`src/rtl/board_writer_pkg.sv`:
```
// Shared constants, FSM state type and packed-slot helpers for the board RAM.
// A board RAM word holds four 2-bit template codes, slot 0 in the top bits.
package board_writer_pkg;

  localparam int BOARD_COLS    = 10;
  localparam int BOARD_ROWS    = 20;
  localparam int WORDS_PER_ROW = 3;
  localparam int ADDR_W        = 6;
  localparam int WORD_COUNT    = BOARD_ROWS * WORDS_PER_ROW;

  localparam logic [1:0] TEMPLATE_EMPTY = 2'b00;

  typedef enum logic [2:0] {
    S_IDLE,
    S_RD,
    S_MOD,
    S_NEXT,
    S_CLR,
    S_DONE
  } state_e;

  // Slot s lives at bits [7-2s:6-2s], i.e. a left shift of 6-2s = 2*(3-s).
  function automatic logic [2:0] slot_shift(input logic [1:0] slot);
    return {~slot, 1'b0};
  endfunction

  function automatic logic [7:0] slot_insert(input logic [7:0] word,
                                             input logic [1:0] slot,
                                             input logic [1:0] code);
    logic [7:0] mask;
    mask = 8'h03 << slot_shift(slot);
    return (word & ~mask) | (8'(code) << slot_shift(slot));
  endfunction

  function automatic logic [1:0] slot_get(input logic [7:0] word,
                                          input logic [1:0] slot);
    return 2'(word >> slot_shift(slot));
  endfunction

endpackage

```
`src/rtl/board_writer_if.sv`:
```
// Command handshake plus board RAM write-port bundle for board_writer.
// master = game logic and RAM side, slave = the writer block.
interface board_writer_if;
  import board_writer_pkg::*;

  logic              cmd_valid;
  logic              cmd_ready;
  logic              cmd_op;
  logic [15:0]       cell_x;
  logic [19:0]       cell_y;
  logic [1:0]        cell_template;
  logic              busy;
  logic              done;
  logic              collision;
  logic              range_err;
  logic [ADDR_W-1:0] ram_addr;
  logic              ram_re;
  logic              ram_we;
  logic [7:0]        ram_wdata;
  logic [7:0]        ram_rdata;

  modport master (
    output cmd_valid, cmd_op, cell_x, cell_y, cell_template, ram_rdata,
    input  cmd_ready, busy, done, collision, range_err,
           ram_addr, ram_re, ram_we, ram_wdata
  );

  modport slave (
    input  cmd_valid, cmd_op, cell_x, cell_y, cell_template, ram_rdata,
    output cmd_ready, busy, done, collision, range_err,
           ram_addr, ram_re, ram_we, ram_wdata
  );

endinterface

```
`src/rtl/board_writer_addr_calc.sv`:
```
// Maps a playfield cell (x, y) to its board RAM word address and 2-bit slot.
module board_writer_addr_calc
  import board_writer_pkg::*;
(
  input  logic [3:0]        x,
  input  logic [4:0]        y,
  output logic [ADDR_W-1:0] addr,
  output logic [1:0]        slot,
  output logic              in_range
);

  // Four slots per word, so x/4 is just the top two bits of x.
  assign addr     = ADDR_W'(y) * ADDR_W'(WORDS_PER_ROW) + ADDR_W'(x[3:2]);
  assign slot     = x[1:0];
  assign in_range = (x < 4'(BOARD_COLS)) && (y < 5'(BOARD_ROWS));

endmodule

```
`src/rtl/board_writer.sv`:
```
// Writes locked pieces into the packed board RAM by serial read-modify-write,
// and zero-fills the whole board on a clear command.
module board_writer
  import board_writer_pkg::*;
(
  input  logic          clk,
  input  logic          reset,
  board_writer_if.slave bus
);

  state_e            state_q, state_d;
  logic [15:0]       x_q, x_d;
  logic [19:0]       y_q, y_d;
  logic [1:0]        tmpl_q, tmpl_d;
  logic [1:0]        k_q, k_d;
  logic [ADDR_W-1:0] cnt_q, cnt_d;
  logic              coll_q, coll_d;
  logic              rerr_q, rerr_d;

  logic [3:0]        cell_x_a [4];
  logic [4:0]        cell_y_a [4];
  logic [ADDR_W-1:0] cur_addr;
  logic [1:0]        cur_slot;
  logic              cur_in_range;

  for (genvar gi = 0; gi < 4; gi++) begin : g_cell
    assign cell_x_a[gi] = x_q[4*gi +: 4];
    assign cell_y_a[gi] = y_q[5*gi +: 5];
  end

  board_writer_addr_calc u_addr_calc (
    .x        (cell_x_a[k_q]),
    .y        (cell_y_a[k_q]),
    .addr     (cur_addr),
    .slot     (cur_slot),
    .in_range (cur_in_range)
  );

  always_comb begin
    state_d = state_q;
    x_d     = x_q;
    y_d     = y_q;
    tmpl_d  = tmpl_q;
    k_d     = k_q;
    cnt_d   = cnt_q;
    coll_d  = coll_q;
    rerr_d  = rerr_q;
    unique case (state_q)
      S_IDLE: begin
        if (bus.cmd_valid) begin
          x_d     = bus.cell_x;
          y_d     = bus.cell_y;
          tmpl_d  = bus.cell_template;
          k_d     = 2'd0;
          cnt_d   = '0;
          coll_d  = 1'b0;
          rerr_d  = 1'b0;
          state_d = bus.cmd_op ? S_CLR : S_RD;
        end
      end
      S_RD: begin
        if (cur_in_range) begin
          state_d = S_MOD;
        end else begin
          rerr_d  = 1'b1;
          state_d = S_NEXT;
        end
      end
      S_MOD: begin
        if (slot_get(bus.ram_rdata, cur_slot) != TEMPLATE_EMPTY) coll_d = 1'b1;
        state_d = S_NEXT;
      end
      S_NEXT: begin
        if (k_q == 2'd3) begin
          state_d = S_DONE;
        end else begin
          k_d     = k_q + 2'd1;
          state_d = S_RD;
        end
      end
      S_CLR: begin
        cnt_d = cnt_q + 1'b1;
        if (cnt_q == ADDR_W'(WORD_COUNT - 1)) state_d = S_DONE;
      end
      S_DONE:  state_d = S_IDLE;
      default: state_d = S_IDLE;
    endcase
  end

  always_ff @(posedge clk) begin
    if (reset) begin
      state_q <= S_IDLE;
      x_q     <= '0;
      y_q     <= '0;
      tmpl_q  <= '0;
      k_q     <= '0;
      cnt_q   <= '0;
      coll_q  <= 1'b0;
      rerr_q  <= 1'b0;
    end else begin
      state_q <= state_d;
      x_q     <= x_d;
      y_q     <= y_d;
      tmpl_q  <= tmpl_d;
      k_q     <= k_d;
      cnt_q   <= cnt_d;
      coll_q  <= coll_d;
      rerr_q  <= rerr_d;
    end
  end

  // Outputs decode the state register; reset masks them so an interrupted
  // clear or piece stops touching RAM in the very cycle reset is raised.
  always_comb begin
    bus.cmd_ready = 1'b0;
    bus.busy      = 1'b0;
    bus.done      = 1'b0;
    bus.collision = 1'b0;
    bus.range_err = 1'b0;
    bus.ram_addr  = '0;
    bus.ram_re    = 1'b0;
    bus.ram_we    = 1'b0;
    bus.ram_wdata = 8'h00;
    if (!reset) begin
      bus.cmd_ready = (state_q == S_IDLE);
      bus.busy      = (state_q != S_IDLE);
      bus.done      = (state_q == S_DONE);
      bus.collision = coll_q;
      bus.range_err = rerr_q;
      case (state_q)
        S_RD: begin
          if (cur_in_range) begin
            bus.ram_re   = 1'b1;
            bus.ram_addr = cur_addr;
          end
        end
        S_MOD: begin
          bus.ram_we    = 1'b1;
          bus.ram_addr  = cur_addr;
          bus.ram_wdata = slot_insert(bus.ram_rdata, cur_slot, tmpl_q);
        end
        S_CLR: begin
          bus.ram_we   = 1'b1;
          bus.ram_addr = cnt_q;
        end
        default: ;
      endcase
    end
  end

endmodule

```
`src/flat_wrapper.sv`:
```
// flat-port wrapper written by rule: the top's interface ports become plain ports
module board_writer_flat import board_writer_pkg::*;
  (clk, reset, bus_cmd_valid, bus_cmd_op, bus_cell_x, bus_cell_y, bus_cell_template, bus_ram_rdata, bus_cmd_ready, bus_busy, bus_done, bus_collision, bus_range_err, bus_ram_addr, bus_ram_re, bus_ram_we, bus_ram_wdata);
  board_writer_if bus_i ();
  input  logic clk;
  input  logic reset;
  input wire logic [$bits(bus_i.cmd_valid)-1:0] bus_cmd_valid;
  input wire logic [$bits(bus_i.cmd_op)-1:0] bus_cmd_op;
  input wire logic [$bits(bus_i.cell_x)-1:0] bus_cell_x;
  input wire logic [$bits(bus_i.cell_y)-1:0] bus_cell_y;
  input wire logic [$bits(bus_i.cell_template)-1:0] bus_cell_template;
  input wire logic [$bits(bus_i.ram_rdata)-1:0] bus_ram_rdata;
  output wire logic [$bits(bus_i.cmd_ready)-1:0] bus_cmd_ready;
  output wire logic [$bits(bus_i.busy)-1:0] bus_busy;
  output wire logic [$bits(bus_i.done)-1:0] bus_done;
  output wire logic [$bits(bus_i.collision)-1:0] bus_collision;
  output wire logic [$bits(bus_i.range_err)-1:0] bus_range_err;
  output wire logic [$bits(bus_i.ram_addr)-1:0] bus_ram_addr;
  output wire logic [$bits(bus_i.ram_re)-1:0] bus_ram_re;
  output wire logic [$bits(bus_i.ram_we)-1:0] bus_ram_we;
  output wire logic [$bits(bus_i.ram_wdata)-1:0] bus_ram_wdata;
  assign bus_i.cmd_valid = bus_cmd_valid;
  assign bus_i.cmd_op = bus_cmd_op;
  assign bus_i.cell_x = bus_cell_x;
  assign bus_i.cell_y = bus_cell_y;
  assign bus_i.cell_template = bus_cell_template;
  assign bus_i.ram_rdata = bus_ram_rdata;
  assign bus_cmd_ready = bus_i.cmd_ready;
  assign bus_busy = bus_i.busy;
  assign bus_done = bus_i.done;
  assign bus_collision = bus_i.collision;
  assign bus_range_err = bus_i.range_err;
  assign bus_ram_addr = bus_i.ram_addr;
  assign bus_ram_re = bus_i.ram_re;
  assign bus_ram_we = bus_i.ram_we;
  assign bus_ram_wdata = bus_i.ram_wdata;
  board_writer u_core (.clk(clk), .reset(reset), .bus(bus_i));
endmodule
```
`config.mk`:
```
export PLATFORM = sky130hd
export DESIGN_NAME = board_writer_flat
export DESIGN_NICKNAME = d
export VERILOG_FILES = /design/src/rtl/board_writer_pkg.sv /design/src/rtl/board_writer_if.sv /design/src/rtl/board_writer_addr_calc.sv /design/src/rtl/board_writer.sv /design/src/flat_wrapper.sv
export SDC_FILE = /design/constraint.sdc
export NUM_CORES = 1
export LEC_CHECK = 0
export CORE_MARGIN = 2
export CORE_UTILIZATION = 50
export CTS_CLUSTER_DIAMETER = 30
export DETAILED_ROUTE_END_ITERATION = 6
export GPL_TIMING_DRIVEN = 0
export HOLD_SLACK_MARGIN = 0.12
export PLACE_DENSITY = 0.77
export SLEW_MARGIN = 30
export SYNTH_ARGS = -nofsm -noshare
export SYNTH_HDL_FRONTEND = slang
export SYNTH_SLANG_ARGS = --single-unit
```
`constraint.sdc`:
```
create_clock -name clk -period 4.84 [get_ports clk]
set_clock_uncertainty 0.05 [all_clocks]
set_input_delay 0.968 -clock clk [delete_from_list [all_inputs] [get_ports clk]]
set_output_delay 0.968 -clock clk [all_outputs]
set_load 0.03 [all_outputs]
```
==> report_table.html, run 1 <==
<table>
<tr><th>Metric</th><th>Value</th></tr>
<tr><th colspan="2">Status</th></tr>
<tr><td>Status</td><td>finished clean</td></tr>
<tr><th colspan="2">Power and ir drop</th></tr>
<tr><td>Static Leak</td><td>between 1 and 1.5 nW</td></tr>
<tr><td>Design internal power</td><td>around 720 uW</td></tr>
<tr><td>Areal power density over the cells</td><td>299 nW/um2</td></tr>
<tr><td>Clk network pwr share</td><td>between 20 and 25%</td></tr>
<tr><td>Fraction of power consumed by combinational cells</td><td>between 30% and 40%</td></tr>
<tr><td>Maximum vdd ir drop</td><td>roughly 0.20 mV</td></tr>
<tr><td>Fraction of power spent switching nets</td><td>35.6%</td></tr>
<tr><td>Net Switching</td><td>397 uW</td></tr>
<tr><td>Tot Pwr</td><td>between 1 and 1.5 mW</td></tr>
<tr><td>Fraction of power consumed by sequential logic</td><td>43.8%</td></tr>
<tr><th colspan="2">Floorplanning</th></tr>
<tr><td>Floorplan core area</td><td>5540 um2</td></tr>
<tr><td>Die outline width</td><td>around 80 um</td></tr>
<tr><td>Rows</td><td>27</td></tr>
<tr><td>Ports</td><td>71</td></tr>
<tr><td>Die area</td><td>around 6400 um2</td></tr>
<tr><td>Vertical die dimension</td><td>79.8 um</td></tr>
<tr><td>Initial core utilization</td><td>51.8%</td></tr>
<tr><th colspan="2">GRT</th></tr>
<tr><td>Met1 routing resource usage after global routing</td><td>between 30% and 40%</td></tr>
<tr><td>Antenna violations before repair</td><td>0</td></tr>
<tr><td>GRT Total Usage</td><td>~25%</td></tr>
<tr><td>Remaining global-route overflow</td><td>0</td></tr>
<tr><td>Grt met2 use</td><td>a little over two fifths</td></tr>
<tr><td>Number of global-route vias before repair</td><td>2712</td></tr>
<tr><td>Routing usage on met3</td><td>roughly 3.4%</td></tr>
<tr><td>Global-route wire length before repair</td><td>12.5 mm</td></tr>
<tr><td>Maximum number of pins on one net before global-route repair</td><td>17</td></tr>
<tr><td>Grt peak-use layer</td><td>met2</td></tr>
<tr><th colspan="2">Logic synthesis</th></tr>
<tr><td>Sequential fraction of the synthesis area</td><td>between 30 and 40%</td></tr>
<tr><td>Yosys warning total</td><td>0</td></tr>
<tr><td>Mapped Avg Cell Area</td><td>8.06 um2</td></tr>
<tr><td>Number of distinct library cell variants in the gate-level netlist after synthesis</td><td>between 40 and 50</td></tr>
<tr><td>Cell area after synthesis</td><td>about 2900 um2</td></tr>
<tr><td>Mapped Nets</td><td>420</td></tr>
<tr><td>Flop and latch count out of synthesis</td><td>between 50 and 60</td></tr>
<tr><td>Cell count after synthesis</td><td>356</td></tr>
<tr><th colspan="2">Job</th></tr>
<tr><td>Max_cap viols</td><td>0</td></tr>
<tr><th colspan="2">Placement</th></tr>
<tr><td>Number of input and output port buffers inserted</td><td>69</td></tr>
<tr><td>Area after DPL</td><td>approximately 3700 um2</td></tr>
<tr><td>RePlAce Congestion</td><td>slightly above 0.9</td></tr>
<tr><td>DPL Wire Length</td><td>~5.6 mm</td></tr>
<tr><td>Post-place setup slack</td><td>-0.171 ns</td></tr>
<tr><th colspan="2">Routing</th></tr>
<tr><td>Final routed wire length divided by cell count</td><td>about 15 um</td></tr>
<tr><td>DRT Pass-1 Iters</td><td>5</td></tr>
<tr><td>Total wire length after detailed routing</td><td>~7.5 mm</td></tr>
<tr><td>Number of nets still failing antenna checks after routing</td><td>0</td></tr>
<tr><td>Routed via count divided by cell count</td><td>around 5.5</td></tr>
<tr><td>Initial DRC Count</td><td>148</td></tr>
<tr><td>Via Count</td><td>~2800</td></tr>
<tr><td>DRC violation count after routing</td><td>0</td></tr>
<tr><th colspan="2">Timing</th></tr>
<tr><td>Setup slack after layout</td><td>0.176 ns</td></tr>
<tr><td>RSZ-0062 raised after global routing</td><td>false</td></tr>
<tr><td>Final worst-path cycle share</td><td>96.4%</td></tr>
<tr><td>Setup violation total in the final timing report</td><td>0</td></tr>
<tr><td>Number of hold violations in the final report</td><td>0</td></tr>
<tr><td>Post-layout min period</td><td>4.66 ns</td></tr>
<tr><td>Slew @ Worst Pin</td><td>between 0.6 and 0.7 ns</td></tr>
<tr><td>Tightest slew margin relative to the limit</td><td>between 50% and 60%</td></tr>
<tr><td>Hold Worst Slack</td><td>about 0.4 ns</td></tr>
<tr><td>Achievable Freq</td><td>about 210 MHz</td></tr>
<tr><td>Final Slew Violations</td><td>0</td></tr>
<tr><th colspan="2">Clock network</th></tr>
<tr><td>CTS tree</td><td>yes</td></tr>
<tr><td>Number of buffers created by CTS</td><td>5</td></tr>
<tr><td>Later-pin clock latency in the skew report</td><td>between 0.3 and 0.4 ns</td></tr>
<tr><td>Sinks on Clock Net</td><td>just over 50</td></tr>
<tr><td>Number of buffers on the longest clock path</td><td>2</td></tr>
<tr><td>Root buffer selected by CTS</td><td>sky130_fd_sc_hd__clkbuf_8</td></tr>
<tr><td>Clock slew at reported path FFs</td><td>about 0.10 ns</td></tr>
<tr><td>H-tree depth</td><td>2</td></tr>
<tr><th colspan="2">Layout</th></tr>
<tr><td>Proportion of layout cells with a drive suffix above 1</td><td>7.39%</td></tr>
<tr><td>Final non-filler cell area</td><td>roughly 3700 um2</td></tr>
<tr><td>Area growth from synthesis to layout</td><td>30.2%</td></tr>
<tr><td>Ant diodes</td><td>0</td></tr>
<tr><td>Final core utilization</td><td>between 60% and 70%</td></tr>
<tr><td># nets final</td><td>~500</td></tr>
<tr><td>Fill count</td><td>slightly above 500</td></tr>
<tr><th colspan="2">Setup path</th></tr>
<tr><td>Data required time of the critical path</td><td>3.82 ns</td></tr>
<tr><td>Classification of the worst setup path</td><td>reg -&gt; out</td></tr>
<tr><td>Max FO, Critical Path</td><td>10</td></tr>
<tr><td>Worst setup endpoint</td><td>bus_ram_addr[2]</td></tr>
<tr><td>Startpoint type of the worst setup path</td><td>flip-flop</td></tr>
<tr><td>Count of cells along the worst register-to-register path</td><td>6</td></tr>
<tr><td>Worst R2R End</td><td>u_core.rerr_q</td></tr>
<tr><td>Critical path launch point</td><td>u_core.k_q[0]</td></tr>
<tr><td>Worst Path Arrival</td><td>approximately 3.7 ns</td></tr>
<tr><td>Critical Path End Type</td><td>output port</td></tr>
<tr><td>Register-to-register setup slack</td><td>2.59 ns</td></tr>
<tr><td>Origin of the critical flop-to-flop path</td><td>u_core.k_q[0]</td></tr>
<tr><th colspan="2">Worst hold path</th></tr>
<tr><td>Worst hold stages</td><td>2</td></tr>
<tr><td>Worst min-delay path class</td><td>reg -&gt; reg</td></tr>
</table>
## registers in the layout, summed over array words and instances, names as in the netlist
name / cells
u_core.y_q: 20
u_core.x_q: 16
u_core.cnt_q: 6
u_core.state_q: 3
u_core.k_q: 2
u_core.tmpl_q: 2
u_core.coll_q: 1
u_core.rerr_q: 1
## Yosys cell counts, drive strengths merged
cell	count	share of area, %
o2bb2ai	1	0.31
nand3	7	1.2
xor2	1	0.31
nand4b	1	0.31
nand2b	4	0.87
a311oi	3	0.92
and4	1	0.31
nor2b	4	0.87
a31oi	1	0.22
fa	2	1.4
mux2i	7	2.4
a21oi	56	9.8
o21ai	9	1.7
nor4	1	0.22
o21bai	1	0.26
nor2	25	3.3
nor3	3	0.52
a32o	1	0.35
o21ba	2	0.70
ha	12	5.2
nand3b	2	0.65
or2	1	0.22
buf	2	0.52
or2b	1	0.26
inv	4	0.52
mux4	9	7.8
a41oi	1	0.31
o21a	1	0.26
and2	2	0.44
dfxtp	51	36
a21o	2	0.78
a22oi	1	0.26
nand2	99	13
or3	1	0.22
clkbuf	20	2.6
nor4bb	1	0.35
o31ai	2	0.52
a211oi	11	3.7
nor3b	3	0.78
## worst min-delay path by stage
| stage | startpoint | end | slack [ns] |
|---|---|---|---|
| floorplan | u_core.x_q[6] | u_core.x_q[6] | 0.38 |
| global placement | u_core.y_q[9] | u_core.y_q[9] | 0.39 |
| detailed placement | u_core.y_q[9] | u_core.y_q[9] | 0.39 |
| CTS | u_core.x_q[14] | u_core.x_q[14] | 0.41 |
| global route | u_core.x_q[6] | u_core.x_q[6] | 0.42 |
| finish | u_core.x_q[2] | u_core.x_q[2] | 0.41 |
## power by group through the flow
stage	sequential [mW]	combinational [mW]	clock [mW]
6_report	0.489	0.377	0.251
5_1_grt	0.494	0.421	0.270
4_1_cts	0.488	0.375	0.250
3_5_place_dp	0.498	0.373	0
3_3_place_gp	0.495	0.364	0
2_1_floorplan	0.488	0.251	0
## through the flow
| stage | instances | setup TNS, ns |
|---|---|---|
| after floorplan | 356 | 0 |
| after global placement | 497 | -0.141 |
| after detailed placement | 497 | -0.271 |
| after CTS | 505 | 0 |
| after global routing | 505 | 0 |
| final | 505 | 0 |
## cells by family after synthesis
family	Yosys count	share of synthesized area, %
AO/OA/AOI/OAI	92	20.1
XOR/XNOR	1	0.305
adder cells (fa/ha/maj)	14	6.63
buffers and inverters	26	3.66
flip-flops	51	35.6
multiplexers	16	10.3
AND/OR/NAND/NOR	156	23.5
## what timing repair did
action                     CTS  global route
hold buffers                 0             0
resized for setup           10            10
setup buffers                0             0
setup endpoints to repair    4             4
cloned                       0             0
## placed cells by master, fill, tap and decap left out, types with 5 or more instances in the layout
| master | netlist | final |
|---|---|---|
| sky130_fd_sc_hd__nand2_1 | 99 | 99 |
| sky130_fd_sc_hd__a211oi_2 | 5 | 6 |
| sky130_fd_sc_hd__clkbuf_1 | 20 | 19 |
| sky130_fd_sc_hd__ha_1 | 12 | 12 |
| sky130_fd_sc_hd__nor2_1 | 25 | 25 |
| sky130_fd_sc_hd__clkbuf_8 | 0 | 5 |
| sky130_fd_sc_hd__mux2i_1 | 7 | 7 |
| sky130_fd_sc_hd__dfxtp_1 | 51 | 51 |
| sky130_fd_sc_hd__o21ai_0 | 8 | 8 |
| sky130_fd_sc_hd__mux4_2 | 3 | 6 |
| sky130_fd_sc_hd__nand3_1 | 7 | 7 |
| sky130_fd_sc_hd__a21oi_1 | 56 | 56 |
| sky130_fd_sc_hd__clkdlybuf4s50_1 | 0 | 65 |
| sky130_fd_sc_hd__a211oi_1 | 6 | 5 |
## worst max-delay path, stage by stage (launching register included)
cell	delay, ns
sky130_fd_sc_hd__dfxtp_1	0.37
sky130_fd_sc_hd__buf_8	0.17
sky130_fd_sc_hd__mux4_2	0.56
sky130_fd_sc_hd__fa_1	0.49
sky130_fd_sc_hd__ha_1	0.24
sky130_fd_sc_hd__fa_2	0.56
sky130_fd_sc_hd__o21ai_0	0.08
sky130_fd_sc_hd__a21oi_1	0.17
sky130_fd_sc_hd__a21oi_1	0.07
sky130_fd_sc_hd__a211oi_2	0.20
sky130_fd_sc_hd__dlygate4sd2_1	0.42
## routing by layer
layer  routed length (um)  vias up  share of wire, %
met1                 3420     1292                46
met2                 3580       94                48
met3                  377       13               5.0
met4                   95        0               1.3
li1                     -     1389                 -
met5                    0        -                 0
## layout make-up
| class | count | area (um2) | area share [%] |
|---|---|---|---|
| tap | 72 | 90.1 | 2.41 |
| clock buffer | 5 | 68.8 | 1.84 |
| sequential | 51 | 1020 | 27.3 |
| buffer | 22 | 95.1 | 2.55 |
| inverter | 4 | 15.0 | 0.402 |
| clock inverter | 3 | 20.0 | 0.536 |
| timing repair buffer | 69 | 678 | 18.2 |
| multi-input combinational | 279 | 1750 | 46.8 |
(Power assumes the default switching activity.)
==> run 2, diff against run 1 <==
Settings changed: ABC_AREA from default to 1, CORE_UTILIZATION 50 to 45, PLACE_DENSITY 0.77 to 0.69.
==> report_table.html, run 2 <==
<table>
<tr><th>Metric</th><th>Value</th></tr>
<tr><th colspan="2">Status</th></tr>
<tr><td>Status</td><td>finished clean</td></tr>
<tr><th colspan="2">Setup path</th></tr>
<tr><td>Critical Path End Type</td><td>output port</td></tr>
<tr><td>Classification of the worst setup path</td><td>reg -&gt; out</td></tr>
<tr><td>Count of cells along the worst register-to-register path</td><td>14</td></tr>
<tr><td>CP cell instances</td><td>buf_6 -&gt; inv_4 -&gt; buf_6 -&gt; o21ai_0 -&gt; o22ai_1 -&gt; fa_1 -&gt; ha_1 -&gt; fa_1 -&gt; nand3_1 -&gt; nand2_1 -&gt; xnor2_1 -&gt; nor3_1 -&gt; o21a_1 -&gt; dlygate4sd2_1</td></tr>
<tr><td>Slowest cell on the critical path</td><td>sky130_fd_sc_hd__fa_1</td></tr>
<tr><td>Data required time of the critical path</td><td>roughly 3.8 ns</td></tr>
<tr><td>Number of buffers and inverters on the critical path</td><td>4</td></tr>
<tr><td>Max FO, Critical Path</td><td>10</td></tr>
<tr><td>Top Family by Delay on Critical Path</td><td>adder cells</td></tr>
<tr><td>Register-to-register setup slack</td><td>roughly 2.6 ns</td></tr>
<tr><td>Path length in cells of the critical path</td><td>14</td></tr>
<tr><td>Startpoint type of the worst setup path</td><td>flip-flop</td></tr>
<tr><td>Worst path max stage delay</td><td>0.49 ns</td></tr>
<tr><td>Worst Path Arrival</td><td>~3.6 ns</td></tr>
<tr><th colspan="2">GRT</th></tr>
<tr><td>Number of global-route vias before repair</td><td>between 2000 and 3000</td></tr>
<tr><td>Global-route wire length before repair</td><td>between 10 and 15 mm</td></tr>
<tr><td>Remaining global-route overflow</td><td>0</td></tr>
<tr><td>GRT Total Usage</td><td>21.5%</td></tr>
<tr><td>Antenna violations before repair</td><td>0</td></tr>
<tr><td>Maximum number of pins on one net before global-route repair</td><td>17</td></tr>
<tr><th colspan="2">Floorplanning</th></tr>
<tr><td>Vertical die dimension</td><td>86.4 um</td></tr>
<tr><td>Floorplan core area</td><td>approximately 6700 um2</td></tr>
<tr><td>Ports</td><td>slightly above 70</td></tr>
<tr><td>Rows</td><td>30</td></tr>
<tr><td>Die area</td><td>7460 um2</td></tr>
<tr><td>Initial core utilization</td><td>45.7%</td></tr>
<tr><td>Die outline width</td><td>86.4 um</td></tr>
<tr><th colspan="2">Timing</th></tr>
<tr><td>Number of hold violations in the final report</td><td>0</td></tr>
<tr><td>RSZ-0062 raised after global routing</td><td>false</td></tr>
<tr><td>Post-layout min period</td><td>4.61 ns</td></tr>
<tr><td>Setup violation total in the final timing report</td><td>0</td></tr>
<tr><td>Setup slack after layout</td><td>between 0.2 and 0.25 ns</td></tr>
<tr><td>Achievable Freq</td><td>217 MHz</td></tr>
<tr><td>Tightest slew margin relative to the limit</td><td>between 60 and 70%</td></tr>
<tr><td>Final worst-path cycle share</td><td>between 90% and 100%</td></tr>
<tr><td>Final Slew Violations</td><td>0</td></tr>
<tr><td>Hold Worst Slack</td><td>0.416 ns</td></tr>
<tr><td>Slew @ Worst Pin</td><td>0.553 ns</td></tr>
<tr><td>Setup TNS</td><td>0 ns</td></tr>
<tr><th colspan="2">Layout</th></tr>
<tr><td>Ant diodes</td><td>0</td></tr>
<tr><td># nets final</td><td>slightly below 600</td></tr>
<tr><td>Registers with the most flip-flops</td><td>u_core.y_q (20), u_core.x_q (16), u_core.cnt_q (6)</td></tr>
<tr><td>Commonest cells after routing, fill and taps aside</td><td>sky130_fd_sc_hd__nor2_1, sky130_fd_sc_hd__nand2_1, sky130_fd_sc_hd__clkdlybuf4s50_1</td></tr>
<tr><td>Proportion of layout cells with a drive suffix above 1</td><td>between 10% and 20%</td></tr>
<tr><td>Fill count</td><td>between 600 and 700</td></tr>
<tr><td>Most common cell after layout, fill and taps aside</td><td>sky130_fd_sc_hd__nor2_1</td></tr>
<tr><td>Area growth from synthesis to layout</td><td>30.6%</td></tr>
<tr><td>Register containing the most flip-flops in the final layout</td><td>u_core.y_q</td></tr>
<tr><td>Sequential standard cell area</td><td>between 1000 and 1500 um2</td></tr>
<tr><td>Multi-input logic area</td><td>approximately 1700 um2</td></tr>
<tr><td>Flip-flop count of the largest register after layout</td><td>20</td></tr>
<tr><th colspan="2">Clock network</th></tr>
<tr><td>Number of buffers on the longest clock path</td><td>2</td></tr>
<tr><td>Number of buffers added for setup after CTS</td><td>0</td></tr>
<tr><td>Root buffer selected by CTS</td><td>sky130_fd_sc_hd__clkbuf_8</td></tr>
<tr><td>Clock slew at reported path FFs</td><td>about 0.10 ns</td></tr>
<tr><td>Later-pin clock latency in the skew report</td><td>just over 0.3 ns</td></tr>
<tr><td>Number of buffers created by CTS</td><td>5</td></tr>
<tr><td>CTS tree</td><td>yes</td></tr>
<tr><td>Sinks on Clock Net</td><td>51</td></tr>
<tr><td>Hold buffers post-CTS</td><td>0</td></tr>
<tr><td>H-tree depth</td><td>2</td></tr>
<tr><th colspan="2">Logic synthesis</th></tr>
<tr><td>Library cell with the highest instance count after synthesis</td><td>sky130_fd_sc_hd__nor2_1</td></tr>
<tr><td>Biggest area consumer among synthesized cells</td><td>sky130_fd_sc_hd__dfxtp_1</td></tr>
<tr><td>Mapped Avg Cell Area</td><td>roughly 6.8 um2</td></tr>
<tr><td>Yosys warning total</td><td>0</td></tr>
<tr><td>Share of flip-flops with an asynchronous set or reset after synthesis</td><td>0%</td></tr>
<tr><td>Number of distinct library cell variants in the gate-level netlist after synthesis</td><td>40</td></tr>
<tr><td>Most frequent cells after synthesis</td><td>sky130_fd_sc_hd__nor2_1, sky130_fd_sc_hd__nand2_1, sky130_fd_sc_hd__o21ai_0, sky130_fd_sc_hd__dfxtp_1, sky130_fd_sc_hd__inv_1</td></tr>
<tr><td>Leading cell types by total area after synthesis</td><td>sky130_fd_sc_hd__dfxtp_1, sky130_fd_sc_hd__nor2_1, sky130_fd_sc_hd__o21ai_0</td></tr>
<tr><td>Flop and latch count out of synthesis</td><td>between 50 and 60</td></tr>
<tr><td>Top flip-flop cell by instance count after synthesis</td><td>sky130_fd_sc_hd__dfxtp_1</td></tr>
<tr><td>Mapped Nets</td><td>between 500 and 600</td></tr>
<tr><td>Sequential fraction of the synthesis area</td><td>33.5%</td></tr>
<tr><td>Post-synth EDFFs</td><td>0</td></tr>
<tr><td>Cell area after synthesis</td><td>3050 um2</td></tr>
<tr><td>Cell count after synthesis</td><td>450</td></tr>
<tr><td>Portion of synthesized cell area occupied by the leading cell type</td><td>approximately a third</td></tr>
<tr><th colspan="2">Routing</th></tr>
<tr><td>Number of nets still failing antenna checks after routing</td><td>0</td></tr>
<tr><td>DRC violation count after routing</td><td>0</td></tr>
<tr><td>Final routed wire length divided by cell count</td><td>between 10 and 15 um</td></tr>
<tr><td>Initial DRC Count</td><td>between 100 and 150</td></tr>
<tr><td>Total wire length after detailed routing</td><td>7.76 mm</td></tr>
<tr><td>DRT Pass-1 Iters</td><td>5</td></tr>
<tr><td>Via Count</td><td>between 3000 and 4000</td></tr>
<tr><td>Routed via count divided by cell count</td><td>5.11</td></tr>
<tr><th colspan="2">Power and ir drop</th></tr>
<tr><td>Net Switching</td><td>roughly 900 uW</td></tr>
<tr><td>Fraction of power consumed by combinational cells</td><td>a little over half</td></tr>
<tr><td>Clk network pwr share</td><td>around 16%</td></tr>
<tr><td>Design internal power</td><td>between 1 and 1.5 mW</td></tr>
<tr><td>Fraction of power consumed by sequential logic</td><td>a little under a third</td></tr>
<tr><td>Areal power density over the cells</td><td>a little over 500 nW/um2</td></tr>
<tr><td>Static Leak</td><td>around 1.7 nW</td></tr>
<tr><td>Maximum vdd ir drop</td><td>between 0.2 and 0.25 mV</td></tr>
<tr><td>Fraction of power spent switching nets</td><td>44.7%</td></tr>
<tr><th colspan="2">Placement</th></tr>
<tr><td>Post-place setup slack</td><td>around 0.2 ns</td></tr>
<tr><td>DPL Wire Length</td><td>about 5.9 mm</td></tr>
<tr><td>RePlAce Congestion</td><td>roughly 0.85</td></tr>
<tr><td>Number of input and output port buffers inserted</td><td>70</td></tr>
<tr><th colspan="2">Worst hold path</th></tr>
<tr><td>Worst hold stages</td><td>2</td></tr>
<tr><td>Worst min-delay path class</td><td>reg -&gt; reg</td></tr>
<tr><th colspan="2">Job</th></tr>
<tr><td>Max_cap viols</td><td>0</td></tr>
</table>
[run 2: changes by cell type after synthesis, moves of 7 or more]
cell                       delta
sky130_fd_sc_hd__clkbuf_1    -10
sky130_fd_sc_hd__inv_1       +30
sky130_fd_sc_hd__a21oi_1     -23
sky130_fd_sc_hd__nand3_1     +22
sky130_fd_sc_hd__nand2_1     -31
sky130_fd_sc_hd__o21ai_0     +48
sky130_fd_sc_hd__nor2_1      +56
sky130_fd_sc_hd__nand2_2     +10
sky130_fd_sc_hd__mux2i_1      -7
[run 2: cell type report]
| type | count | share of cell area [%] |
|---|---|---|
| Clock buffer | 6 | 2.07 |
| Inverter | 42 | 4.02 |
| Buffer | 23 | 3.52 |
| Sequential cell | 51 | 25.6 |
| Clock inverter | 2 | 0.973 |
| Multi-Input combinational cell | 334 | 43.6 |
| Tap cell | 80 | 2.51 |
| Timing Repair Buffer | 70 | 17.7 |
[run 2: worst reg2reg max path, delay by kind of cell, from the launching register on]
family	cells	cell delay, ns
DFF	1	0.37
buffers and inverters	4	0.54
and+or+nand+nor	8	0.58
AOI/OAI and AO/OA	1	0.33
adders and majority gates	1	0.21
[run 2: path summary, 6_finish.rpt]
kind / start / endpoint
worst max register to register: u_core.k_q[0] / u_core.state_q[0]
worst min-delay path: u_core.rerr_q / u_core.rerr_q
worst max-delay path: u_core.k_q[0] / bus_ram_addr[5]
worst min register to register: u_core.rerr_q / u_core.rerr_q
[run 2: repair_timing]
action / in CTS / in global routing
pin swaps: 0 / 0
hold endpoints to repair: 0 / 0
resized for setup: 3 / 2
setup endpoints to repair: 2 / 2
[run 2: cells by family after synthesis]
| group | Yosys count | share of synthesized area, % |
|---|---|---|
| simple gates | 209 | 30.3 |
| compound gates | 108 | 19.4 |
| buf+inv | 65 | 9.76 |
| flops | 51 | 33.5 |
| fa+ha+maj | 14 | 6.23 |
| xor+xnor | 3 | 0.861 |
[run 2: metrics by stage]
| stage | area [um2] | std cells | utilization [%] | total power, mW |
|---|---|---|---|---|
| final | 3990 | 608 | 59.7 | 2.01 |
| after global routing | 3990 | 608 | 59.7 | 2.19 |
| after CTS | 3980 | 608 | 59.6 | 2.01 |
| after detailed placement | 3850 | 600 | 57.7 | 1.69 |
| after global placement | 3850 | 600 | 57.7 | 1.67 |
| after floorplan | 3050 | 450 | - | 1.39 |
[run 2: per-layer routing]
metal | up-vias | GRT usage (%) | share of wire (%) | wire, um
met5 | - | 0 | 0 | 0
met4 | 0 | 5.82 | 1.6 | 127
met3 | 14 | 4.57 | 5.4 | 421
met2 | 92 | 34.9 | 45 | 3480
met1 | 1372 | 29.0 | 48 | 3730
li1 | 1626 | - | - | -
[run 2: power by group through the flow]
stage | sequential (mW) | combinational [mW] | clock, mW
4_1_cts | 0.641 | 1.05 | 0.325
5_1_grt | 0.659 | 1.19 | 0.343
3_3_place_gp | 0.649 | 1.02 | 0
3_5_place_dp | 0.650 | 1.04 | 0
6_report | 0.643 | 1.05 | 0.322
2_1_floorplan | 0.628 | 0.759 | 0
